$ cat config.mk
export PLATFORM = sky130hd
export DESIGN_NAME = output_denormalizer_flat
export DESIGN_NICKNAME = d
export VERILOG_FILES = /design/src/rtl/output_denormalizer_pkg.sv /design/src/rtl/output_denormalizer_if.sv /design/src/rtl/output_denormalizer_fifo.sv /design/src/rtl/output_denormalizer.sv /design/src/flat_wrapper.sv
export SDC_FILE = /design/constraint.sdc
export NUM_CORES = 1
export LEC_CHECK = 0
export CAP_MARGIN = 20
export CORE_MARGIN = 3
export CORE_UTILIZATION = 48
export CTS_CLUSTER_DIAMETER = 100
export DETAILED_ROUTE_END_ITERATION = 12
export GPL_TIMING_DRIVEN = 0
export HOLD_SLACK_MARGIN = 0.06
export PLACE_DENSITY = 0.75
export SETUP_SLACK_MARGIN = 0.2
export SLEW_MARGIN = 20
export SYNTH_ARGS = -nofsm -noshare
export SYNTH_HDL_FRONTEND = slang
export SYNTH_SLANG_ARGS = --single-unit
$ cat constraint.sdc
create_clock -name clk -period 22.3 [get_ports clk]
set_clock_uncertainty 0.05 [all_clocks]
set_input_delay 3.345 -clock clk [delete_from_list [all_inputs] [get_ports clk]]
set_output_delay 3.345 -clock clk [all_outputs]
set_load 0.02 [all_outputs]
$ cat src/rtl/output_denormalizer_pkg.sv
// complex_adaptive_kalman_params: fixed-point widths and the normalization stats record
package complex_adaptive_kalman_params;
    localparam int FXP_WIDTH = 16;
    localparam int FXP_FRAC  = 12;
    localparam int ACC_WIDTH = 40;
    localparam int SAT_MAX   = 2 ** (FXP_WIDTH - 1) - 1;
    // var is a reserved word, so the deviation estimate is called var_est
    typedef struct packed {
        logic signed [FXP_WIDTH-1:0] mean;
        logic [FXP_WIDTH-1:0]        var_est;
    } norm_stats_t;
endpackage

$ cat src/rtl/output_denormalizer_if.sv
// output_denormalizer_if: stats, sample-in and sample-out handshakes plus status
interface output_denormalizer_if
    import complex_adaptive_kalman_params::*;
#(
    parameter int STATS_DEPTH = 8
);
    logic                          st_valid;
    logic                          st_ready;
    logic signed [FXP_WIDTH-1:0]   st_mean;
    logic [FXP_WIDTH-1:0]          st_var;
    logic                          in_valid;
    logic                          in_ready;
    logic signed [FXP_WIDTH-1:0]   in_sample;
    logic                          out_valid;
    logic                          out_ready;
    logic signed [FXP_WIDTH-1:0]   out_sample;
    logic [7:0]                    sat_count;
    logic [$clog2(STATS_DEPTH):0]  stats_level;
    modport slave (
        input  st_valid, st_mean, st_var, in_valid, in_sample, out_ready,
        output st_ready, in_ready, out_valid, out_sample, sat_count, stats_level
    );
    modport master (
        output st_valid, st_mean, st_var, in_valid, in_sample, out_ready,
        input  st_ready, in_ready, out_valid, out_sample, sat_count, stats_level
    );
endinterface

$ cat src/rtl/output_denormalizer_fifo.sv
// norm_stats_fifo: synchronous FIFO of stats records with occupancy, full and empty
module norm_stats_fifo
    import complex_adaptive_kalman_params::*;
#(
    parameter int DEPTH = 8
) (
    input  logic                      clk,
    input  logic                      rst_n,
    input  logic                      push,
    input  logic                      pop,
    input  norm_stats_t               wdata,
    output norm_stats_t               rdata,
    output logic                      full,
    output logic                      empty,
    output logic [$clog2(DEPTH):0]    level
);
    localparam int AW = $clog2(DEPTH);
    norm_stats_t   mem [DEPTH];
    logic [AW-1:0] wp, rp;
    logic          do_push, do_pop;
    assign full    = level == (AW + 1)'(DEPTH);
    assign empty   = level == '0;
    assign do_push = push && !full;
    assign do_pop  = pop && !empty;
    assign rdata   = mem[rp];
    always_ff @(posedge clk) begin
        if (do_push) mem[wp] <= wdata;
    end
    always_ff @(posedge clk or negedge rst_n) begin
        if (!rst_n) begin
            wp    <= '0;
            rp    <= '0;
            level <= '0;
        end else begin
            if (do_push) wp <= wp + 1'b1;
            if (do_pop) rp <= rp + 1'b1;
            level <= level + (AW + 1)'(do_push) - (AW + 1)'(do_pop);
        end
    end
endmodule

$ cat src/rtl/output_denormalizer.sv
// output_denormalizer: restores out = sample * (2*var) + mean using the stats record
// queued for each sample at normalization; two-stage stallable pipeline with saturation
module output_denormalizer
    import complex_adaptive_kalman_params::*;
#(
    parameter int STATS_DEPTH = 8
) (
    input logic                  clk,
    input logic                  rst_n,
    output_denormalizer_if.slave bus
);
    localparam logic signed [ACC_WIDTH-1:0] HI = ACC_WIDTH'(SAT_MAX);
    norm_stats_t                 head;
    logic                        full, empty, adv, accept, sat;
    logic                        s1_valid, s1_bypass, s2_valid;
    logic signed [ACC_WIDTH-1:0] prod, s1_prod, sum;
    logic signed [FXP_WIDTH-1:0] s1_mean, s1_sample, res;
    norm_stats_fifo #(.DEPTH(STATS_DEPTH)) u_fifo (
        .clk   (clk),
        .rst_n (rst_n),
        .push  (bus.st_valid),
        .pop   (accept),
        .wdata (norm_stats_t'{mean: bus.st_mean, var_est: bus.st_var}),
        .rdata (head),
        .full  (full),
        .empty (empty),
        .level (bus.stats_level)
    );
    assign adv          = !s2_valid || bus.out_ready;
    assign bus.st_ready = !full;
    assign bus.in_ready = adv && !empty;
    assign accept       = bus.in_valid && bus.in_ready;
    assign bus.out_valid = s2_valid;
    always_comb begin
        prod = ACC_WIDTH'(bus.in_sample) * ACC_WIDTH'($signed({1'b0, head.var_est, 1'b0}));
        sum  = (s1_prod >>> FXP_FRAC) + ACC_WIDTH'(s1_mean);
        sat  = !s1_bypass && (sum > HI || sum < -HI);
        res  = s1_bypass ? s1_sample : FXP_WIDTH'(sum > HI ? HI : sum < -HI ? -HI : sum);
    end
    always_ff @(posedge clk or negedge rst_n) begin
        if (!rst_n) begin
            s1_valid       <= 1'b0;
            s1_bypass      <= 1'b0;
            s1_prod        <= '0;
            s1_mean        <= '0;
            s1_sample      <= '0;
            s2_valid       <= 1'b0;
            bus.out_sample <= '0;
            bus.sat_count  <= '0;
        end else if (adv) begin
            s1_valid <= accept;
            if (accept) begin
                s1_prod   <= prod;
                s1_mean   <= head.mean;
                s1_sample <= bus.in_sample;
                s1_bypass <= head.var_est == '0;
            end
            s2_valid <= s1_valid;
            if (s1_valid) begin
                bus.out_sample <= res;
                if (sat && bus.sat_count != 8'hFF) bus.sat_count <= bus.sat_count + 8'd1;
            end
        end
    end
endmodule

$ cat src/flat_wrapper.sv
// flat-port wrapper written by rule: the top's interface ports become plain ports
module output_denormalizer_flat import complex_adaptive_kalman_params::*;
#(
    parameter int STATS_DEPTH = 8
)
  (clk, rst_n, bus_st_valid, bus_st_mean, bus_st_var, bus_in_valid, bus_in_sample, bus_out_ready, bus_st_ready, bus_in_ready, bus_out_valid, bus_out_sample, bus_sat_count, bus_stats_level);
  output_denormalizer_if #(.STATS_DEPTH(STATS_DEPTH)) bus_i ();
  input logic clk;
  input logic rst_n;
  input wire logic [$bits(bus_i.st_valid)-1:0] bus_st_valid;
  input wire logic [$bits(bus_i.st_mean)-1:0] bus_st_mean;
  input wire logic [$bits(bus_i.st_var)-1:0] bus_st_var;
  input wire logic [$bits(bus_i.in_valid)-1:0] bus_in_valid;
  input wire logic [$bits(bus_i.in_sample)-1:0] bus_in_sample;
  input wire logic [$bits(bus_i.out_ready)-1:0] bus_out_ready;
  output wire logic [$bits(bus_i.st_ready)-1:0] bus_st_ready;
  output wire logic [$bits(bus_i.in_ready)-1:0] bus_in_ready;
  output wire logic [$bits(bus_i.out_valid)-1:0] bus_out_valid;
  output wire logic [$bits(bus_i.out_sample)-1:0] bus_out_sample;
  output wire logic [$bits(bus_i.sat_count)-1:0] bus_sat_count;
  output wire logic [$bits(bus_i.stats_level)-1:0] bus_stats_level;
  assign bus_i.st_valid = bus_st_valid;
  assign bus_i.st_mean = bus_st_mean;
  assign bus_i.st_var = bus_st_var;
  assign bus_i.in_valid = bus_in_valid;
  assign bus_i.in_sample = bus_in_sample;
  assign bus_i.out_ready = bus_out_ready;
  assign bus_st_ready = bus_i.st_ready;
  assign bus_in_ready = bus_i.in_ready;
  assign bus_out_valid = bus_i.out_valid;
  assign bus_out_sample = bus_i.out_sample;
  assign bus_sat_count = bus_i.sat_count;
  assign bus_stats_level = bus_i.stats_level;
  output_denormalizer #(.STATS_DEPTH(STATS_DEPTH)) u_core (.clk(clk), .rst_n(rst_n), .bus(bus_i));
endmodule
==> metrics <==
final core occ=0.556; Post-CTS Setup Bufs=0; Post-synth ARST share=0.262; Slew HR=0.374; post_cts resized=0; Adder-Cell Fraction of Synth Area=0.249; num rows=79; H-Tree Depth=2; Worst Hold End=u_core.s1_sample[14]; first-pass GRT wire length=86.8 mm; initial antenna violation count=4; syn avg cell area=12.1 um^2; number of global-route vias before repair=between 15k and 20k; Die ar.=slightly above 50000 um^2; post-synth net total=2316; DRT iter0 DRCs=998; post-synthesis mux area share=0.0790; Die X=226 um; CP max FO=10; final hold violations=0; ANT cells=0; clock-pin slew on the worst setup and hold paths=60 ps; Avg WL per Cell=20.2 um; commonest non-fill, non-tap cell in the layout=inv_1; hold wc startpoint=u_core.s1_sample[14]; Netlist cell types=64; ANT nets after route=0; Root Buffer=clkbuf_16; most frequent cells in the layout=inv_1 (257), edfxtp_1 (256), nand2_1 (248), fa_1 (195), ha_1 (150); Top FF cell, synth=edfxtp_1; cell count after synthesis=1918; Hold Path Class=register to register; CTS buffer count=37; Startpoint Class=primary input; Crit. End Element=register; clock insertion delay at the later pin of the skew report=560 ps; TritonCTS clock tree=built; Worst EP required=22670 ps; Vias/cell=between 5 and 6; Yosys Warn Count=0; Reg2Reg Depth=24; Post-CTS Hold Buffers=0; Overall Global Routing Usage=0.221; RR Endpoint=u_core.s1_prod[30]; Min-Delay Path Depth=2; min Tclk post-route=approximately 10000 ps; Layout Area Growth over Synthesis=13.2%; Tcrit/Tclk final=0.453; largest family of logic cells by synthesized area=adder cells; nets=2452; status=complete, no violations; largest net degree at the start of global routing=56; CTS max path bufs=3; max-cap check violation count=0; dpl hpwl=40.9 mm; crit path DAT=10470 ps; setup TNS=0 ps; Worst-Margin Slew=938 ps; endpoints failing setup=0; grt total ovfl=0; Synth Area in Compound Gates=0.0580; number of synthesized flops with an enable pin=256; worst hold slack=418 ps; drt pass-1 iters=5; I/O Buffers=82; area share of and/or/nand/nor cells after synthesis=0.111; share of cells above drive strength 1=0.0855; Routed WL=approximately 54 mm; reg2reg setup slack=roughly 13000 ps; RSZ-0062 raised after global routing=no; core region area=roughly 47000 um^2; DR DRC count=0; RR Startpoint=u_core.u_fifo.rp[0]; clk sink count=347; Synth Register Bits=347; Pins Over Slew Limit=0; Via Count=15.0k; RePlAce Congestion=0.917; fmax=99.0 MHz; die span in y=226 um; Top Ports=84; Setup CP Type=primary input to register; Mapped Area=23200 um^2; Starting Density=0.492; post-synthesis sequential area ratio=0.430; area share of xor/xnor cells in the synthesized design=0.0181
==> kinds of logic (layout without fill, tap and decap cells) <==
group | Yosys count | after routing
xor gates and xnor gates | 48 | 48
DFF | 347 | 347
muxes | 104 | 104
adders and majority gates | 345 | 345
AOI/OAI and AO/OA | 214 | 214
buffers and inverters | 334 | 498
and+or+nand+nor | 526 | 526
==> worst max-delay path, cell delays in order <==
cell and delay [ps]:
clkdlybuf4s50_1 760, clkbuf_1 700, nand2_1 180, fa_1 570, inv_1 40, ha_1 260, inv_1 60, fa_1 500
inv_1 50, fa_1 460, fa_1 490, inv_1 60, fa_1 520, inv_1 40, ha_1 340, a21oi_1 200
nand4_1 110, o21ai_1 440, o21ai_0 320, a21oi_1 420, o21ai_0 200, xnor2_1 280, o21ai_0 110
==> worst max-delay path by stage <==
stage	start	cells past startpoint	to	slack, ps
after floorplan	bus_in_sample[1]	22	u_core.s1_prod[31]	13210
after global placement	bus_in_sample[10]	23	u_core.s1_prod[30]	11830
after detailed placement	bus_in_sample[10]	23	u_core.s1_prod[30]	11820
after CTS	bus_in_sample[10]	23	u_core.s1_prod[30]	12360
after global routing	bus_in_sample[5]	23	u_core.s1_prod[30]	11970
final	bus_in_sample[10]	23	u_core.s1_prod[30]	12200
==> Yosys cell counts, types with 31 or more instances <==
cell      count  area, um^2
fa_1        195        3900
and2_1      101         632
dfrtp_1      91        2280
nor2_1       40         150
xnor2_1      31         272
clkbuf_1     64         240
mux4_2       61        1370
ha_1        150        1880
inv_1       257         965
a21oi_1      56         280
o21ai_0      77         385
edfxtp_1    256        7690
nand2_1     248         931
==> layer usage <==
metal / vias up / share of wire / global-route usage
li1: 6788 / - / -
met2: 536 / 0.49 / 0.372
met5: - / 0.00031 / 0
met1: 7562 / 0.41 / 0.283
met3: 134 / 0.075 / 0.0551
met4: 4 / 0.032 / 0.0726
==> metrics by stage <==
stage / cell area, um^2 / setup slack (ps) / std cells
5_1_grt: 26200 / 11970 / 2689
4_1_cts: 26200 / 12360 / 2689
3_3_place_gp: 24800 / 11830 / 2607
3_5_place_dp: 25000 / 11820 / 2622
2_1_floorplan: 23200 / 13210 / 1918
6_report: 26200 / 12200 / 2689
==> area by class of cell <==
class                      instances  area, um^2
fill                            3853       20900
sequential                       347        9960
inverter                         258         968
timing repair buffer              97        1050
multi-input combinational       1237       12000
tap                              607         759
buffer                            76         293
clock inverter                    22         213
clock buffer                      45         966
==> state kept, by name, indices dropped and copies added (netlist names), 3 cells and up <==
signal and flops:
u_core.s1_sample 16, u_core.u_fifo.rp 3, u_core.bus.out_sample 16, u_core.u_fifo.wp 3, u_core.s1_mean 16, u_core.s1_prod 22
u_core.u_fifo.mem 256, u_core.u_fifo.level 4, u_core.bus.sat_count 8
Power is left out: the tool's default activity adds up to more than one toggle a clock period on the data nets, which glitch-free logic cannot reach.
